File: src/rtl/mem_arb_pkg.sv
// mem_arb_pkg
//   Shared definitions for the two-port memory arbiter:
//   - arb_state_t : arbiter FSM state encoding
//   - PORT_F/D    : requester identifiers (fetch = 0, data = 1)
//   - CNT_W       : width of the memory-wait counter (covers TIMEOUT up to 255)
package mem_arb_pkg;

    typedef enum logic [1:0] {
        ST_IDLE = 2'd0,
        ST_BUSY = 2'd1,
        ST_RESP = 2'd2
    } arb_state_t;

    localparam logic PORT_F = 1'b0;
    localparam logic PORT_D = 1'b1;

    localparam int unsigned CNT_W = 8;

endpackage

File: src/rtl/rr_pick2.sv
// rr_pick2
//   Combinational two-way round-robin choice.
//   Ports:
//     req        in   2  request vector, bit index = port id (PORT_F/PORT_D)
//     last_grant in   1  port id granted most recently
//     grant_any  out  1  at least one request present
//     grant_port out  1  port id to grant (meaningful when grant_any = 1)
module rr_pick2
    import mem_arb_pkg::*;
(
    input  logic [1:0] req,
    input  logic       last_grant,
    output logic       grant_any,
    output logic       grant_port
);

    always_comb begin
        grant_any  = |req;
        grant_port = PORT_F;
        // Data wins when it is alone, or on contention when fetch went last.
        if (req[PORT_D] && (!req[PORT_F] || (last_grant == PORT_F))) begin
            grant_port = PORT_D;
        end
    end

endmodule

File: src/rtl/mem_port_arbiter.sv
// mem_port_arbiter
//   Arbitrates a read-only fetch port and a read/write data port onto a
//   single memory port. One transaction is in flight at a time; each is
//   answered with a one-cycle ready pulse, with err set when the memory
//   did not answer within TIMEOUT wait cycles.
//   Ports:
//     i_clk, i_reset                    clock, synchronous active-high reset
//     f_valid, f_addr, f_ready          fetch requester (port 0)
//     d_valid, d_we, d_addr, d_wdata,
//     d_ready                           data requester (port 1)
//     rdata, err                        shared response, valid with a ready
//     mem_valid, mem_we, mem_addr,
//     mem_wdata                         memory request (registered, latched)
//     mem_ready, mem_rdata              memory completion and read data
module mem_port_arbiter
    import mem_arb_pkg::*;
#(
    parameter int unsigned ADDR_W  = 32,
    parameter int unsigned DATA_W  = 32,
    parameter int unsigned TIMEOUT = 255
) (
    input  logic              i_clk,
    input  logic              i_reset,

    input  logic              f_valid,
    input  logic [ADDR_W-1:0] f_addr,
    output logic              f_ready,

    input  logic              d_valid,
    input  logic              d_we,
    input  logic [ADDR_W-1:0] d_addr,
    input  logic [DATA_W-1:0] d_wdata,
    output logic              d_ready,

    output logic [DATA_W-1:0] rdata,
    output logic              err,

    output logic              mem_valid,
    output logic              mem_we,
    output logic [ADDR_W-1:0] mem_addr,
    output logic [DATA_W-1:0] mem_wdata,
    input  logic              mem_ready,
    input  logic [DATA_W-1:0] mem_rdata
);

    // Counter value in the final wait cycle; no mem_ready there means abort.
    localparam logic [CNT_W-1:0] LAST_WAIT = CNT_W'(TIMEOUT - 1);

    arb_state_t       state;
    logic             last_grant;
    logic             cur_port;
    logic [CNT_W-1:0] wait_cnt;

    logic             grant_any;
    logic             grant_port;

    rr_pick2 u_pick (
        .req        ({d_valid, f_valid}),
        .last_grant (last_grant),
        .grant_any  (grant_any),
        .grant_port (grant_port)
    );

    always_ff @(posedge i_clk) begin
        // Ready/err are single-cycle pulses; they only rise on BUSY exit.
        f_ready <= 1'b0;
        d_ready <= 1'b0;
        err     <= 1'b0;

        if (i_reset) begin
            state      <= ST_IDLE;
            last_grant <= PORT_F;
            cur_port   <= PORT_F;
            wait_cnt   <= '0;
            mem_valid  <= 1'b0;
            mem_we     <= 1'b0;
            mem_addr   <= '0;
            mem_wdata  <= '0;
            rdata      <= '0;
        end else begin
            unique case (state)
                ST_IDLE: begin
                    if (grant_any) begin
                        state      <= ST_BUSY;
                        cur_port   <= grant_port;
                        last_grant <= grant_port;
                        wait_cnt   <= '0;
                        mem_valid  <= 1'b1;
                        if (grant_port == PORT_D) begin
                            mem_we    <= d_we;
                            mem_addr  <= d_addr;
                            mem_wdata <= d_wdata;
                        end else begin
                            mem_we    <= 1'b0;
                            mem_addr  <= f_addr;
                            mem_wdata <= '0;
                        end
                    end
                end

                ST_BUSY: begin
                    // mem_ready takes priority over the abort in the last wait cycle.
                    if (mem_ready) begin
                        rdata     <= mem_rdata;
                        mem_valid <= 1'b0;
                        f_ready   <= (cur_port == PORT_F);
                        d_ready   <= (cur_port == PORT_D);
                        state     <= ST_RESP;
                    end else if (wait_cnt == LAST_WAIT) begin
                        rdata     <= '0;
                        err       <= 1'b1;
                        mem_valid <= 1'b0;
                        f_ready   <= (cur_port == PORT_F);
                        d_ready   <= (cur_port == PORT_D);
                        state     <= ST_RESP;
                    end else begin
                        wait_cnt <= wait_cnt + 1'b1;
                    end
                end

                ST_RESP: begin
                    state <= ST_IDLE;
                end

                default: begin
                    state <= ST_IDLE;
                end
            endcase
        end
    end

endmodule

File: config.mk
export PLATFORM = sky130hd
export DESIGN_NAME = mem_port_arbiter
export DESIGN_NICKNAME = d
export VERILOG_FILES = /design/src/rtl/mem_arb_pkg.sv /design/src/rtl/rr_pick2.sv /design/src/rtl/mem_port_arbiter.sv
export SDC_FILE = /design/constraint.sdc
export NUM_CORES = 1
export LEC_CHECK = 0
export ABC_AREA = 1
export BUFFER_PORTS_ARGS = -buffer_cell sky130_fd_sc_hd__buf_4
export CAP_MARGIN = 5
export CORE_MARGIN = 2
export CORE_UTILIZATION = 48
export CTS_CLUSTER_SIZE = 30
export DETAILED_ROUTE_END_ITERATION = 7
export PLACE_DENSITY = 0.84
export SLEW_MARGIN = 20
export SYNTH_ARGS = -nofsm -noshare
export SYNTH_HDL_FRONTEND = slang
export SYNTH_SLANG_ARGS = --single-unit
File: constraint.sdc
create_clock -name i_clk -period 2.2 [get_ports i_clk]
set_input_delay 0.22 -clock i_clk [delete_from_list [all_inputs] [get_ports i_clk]]
set_output_delay 0.22 -clock i_clk [all_outputs]
set_load 0.05 [all_outputs]
==> out/qor.yml <==
status:
  status: "finished, final reports clean"
drt:
  first_iter_violations: 232
  drc: 0
  wl_per_cell_um: 14.56
  finalWirelength_mm: 13.30
  drtAntennaViolNets: 0
  dr.pass1.iters: 5
  viasPerCell: 5.234
  vias: 4779
timing:
  finalCritPeriodShare_pct: 83.23
  tightest_slew_ps: 538.2
  fmax_mhz: 546.1
  fin_skew_ps: 16.48
  slew_violations: 0
  rsz0062_at_grt: "no"
  hold_violations: 0
  setup_violations: 0
  slew_headroom_pct: 64.12
  setup_ws_ps: 369.0
  period_needed_ps: 1831
  fin_tns_setup_ps: 0
critical_path:
  path_cells: "nor2_4, nand2_2, clkinv_2, buf_4, o21ai_0, a31oi_1"
  crit_required_ps: 2490
  endpoint_kind: "flip-flop"
  critPathArrivalTime_ps: 2120
  crit_family: "buffers and inverters"
  critical_path_class: "reg2reg"
  critPathBufInv: 2
  max_stage_delay_ps: 450
  crit_path_top_delay_cell: "buf_4"
  cp_max_fo: 64
  critPathLaunchType: "flip-flop"
cells_and_area:
  final_cell_mix: "buf_4 (241), nand2_1 (194), dfxtp_1 (112)"
  seqCellArea_um2: 2242
  stdcell_area_um2: 6422
  multiInputGateArea_um2: 1947
  final_common_cell: "buf_4"
  num-nets-final: 932
  area_growth_pct: 43.38
  filler_cell_count: 741
  drive_gt1_share_pct: 35.46
clock_network:
  cts_tree: "yes"
  post_cts_buffers: 0
  hold_buffers: 0
  htreeDepth: 3
  clk_pin_slew_ps: 110
  clockBufferDepth: 2
  clk_latency_ps: 370
  numClockSinks: 112
  root_buffer: "clkbuf_8"
  cts_buffers: 9
  cts_resized: 0
power_and_ir_drop:
  seq_power_share_pct: 47.5
  combPwrFrac_pct: 28.8
  p_int_mw: 3.082
  p_switching_mw: 1.697
  switching_share_pct: 35.52
  power_density_nw_per_um2: 744.1
  ir_drop_mv: 0.4121
  clock_power_share_pct: 23.7
  leakagePower_nw: 2.916
yosys:
  syn_avg_cell_area_um2: 7.670
  synth_nets: 720
  synth_top_cell_by_area: "dfxtp_1"
  yosysTopAreaCellShare_pct: 50.06
  ys_ff_latch: 112
  yosysWarnings: 0
  syn_inst: 584
  ys_types: 28
  synth_area_leaders: "dfxtp_1 (50%), nand2_1 (16%), a21oi_1 (6.5%), nand3_1 (4.7%), a31oi_1 (4.5%)"
  netlist_area_um2: 4479
  ys_seq_area_share_pct: 50.06
place:
  io_buffer_count: 234
  pre_cts_ws_ps: 428.3
  placed_cell_area_um2: 6242
  globalplace.congestion: 0.9129
  dp.final_hpwl_mm: 9.748
floorplan:
  die_y_um: 100.6
  coreArea_um2: 9153
  start_util_pct: 48.94
  rows: 35
  die_area_um2: 10120
  io_pins: 235
  die_w_um: 100.6
global_route:
  grt_pass1_vias: 4429
  grt_max_degree: 65
  grtUsageTotal_pct: 25.18
  antenna_found_initial: 1
  grt_overflow_total: 0
  grt_pass1_wl_mm: 20.42
hold_path:
  hp-class: "in2reg"
flow_run:
  max_cap_viol_count: 0
path summary, 6_finish.rpt:
check	slack (ps)	start	to	cells past startpoint
hold reg to reg	460	mem_valid	mem_valid	2
setup / recovery	370	state[1]	mem_addr[0]	6
setup reg to reg	370	state[1]	mem_addr[0]	6
hold / removal	60	mem_ready	err	2
sequential cells by signal, summed over array words and instances (netlist names):
signal,cells
f_ready,1
state,2
mem_valid,1
d_ready,1
mem_wdata,32
mem_addr,32
cur_port,1
err,1
rdata,32
wait_cnt,8
mem_we,1
metal layers:
metal | part of all wire [%] | wire length (um) | global-route usage [%] | vias to the layer above
li1 | - | - | - | 2353
met1 | 38 | 5045 | 28.87 | 2191
met2 | 51 | 6746 | 43.90 | 205
met3 | 7.8 | 1043 | 6.311 | 30
met4 | 3.5 | 461 | 11.70 | 0
met5 | 0 | 0 | 0 | -
final cells by class:
class	instances	area share, %
timing repair buffer	242	28.48
clock buffer	11	2.046
multi-input combinational	409	30.31
clock inverter	5	0.7208
inverter	22	1.325
tap	111	2.162
antenna	1	0.03896
sequential	112	34.91
cell usage after synthesis:
library cell and instances:
nand3_1 42, buf_4 3, clkbuf_1 20, inv_2 3, nor2_4 3, clkinv_2 2, nor3_1 1, nor2_2 1
nor4_1 1, a21oi_1 58, a31oi_1 32, or2_1 1, nor3b_2 1, o21ai_0 28, nand2_1 194, nand2_2 4
o21ai_1 5, ha_1 2, buf_2 14, nor3b_1 1, nand3_2 1, nand4_1 4, a21oi_2 11, nor2_1 17
inv_1 17, dfxtp_1 112, buf_6 4, nand2_4 2
power by group through the flow:
stage / registers, mW / logic (mW) / clock network (mW)
floorplan: 2.77 / 0.419 / 0
finish: 2.27 / 1.37 / 1.13
global placement: 2.31 / 1.35 / 0
detailed placement: 2.31 / 1.38 / 0
CTS: 2.27 / 1.38 / 1.16
global route: 2.29 / 1.47 / 1.23
worst register-to-register path: stages, from the launching register on:
cell	delay, ps
dfxtp_1	370
nor2_4	170
nand2_2	270
clkinv_2	100
buf_4	450
o21ai_0	230
a31oi_1	190
per-stage QoR:
| stage | cells | util [%] | hold WS [ps] | power [mW] |
|---|---|---|---|---|
| 2_1_floorplan | 584 | - | 298.0 | 3.188 |
| 3_3_place_gp | 896 | 68.20 | 430.2 | 3.656 |
| 3_5_place_dp | 896 | 68.20 | 434.0 | 3.690 |
| 4_1_cts | 912 | 70.14 | 44.51 | 4.806 |
| 5_1_grt | 913 | 70.17 | 43.90 | 4.988 |
| 6_report | 913 | 70.17 | 59.99 | 4.779 |
kinds of logic (layout without fill, tap and decap cells):
logic type	after synthesis	after routing	synth area share [%]
AOI/OAI and AO/OA	134	134	16.79
other	0	1	0
and+or+nand+nor	273	273	25.95
buffers and inverters	63	280	6.648
adders and majority gates	2	2	0.5586
DFF	112	112	50.06
Power figures use the tool's default switching activity.
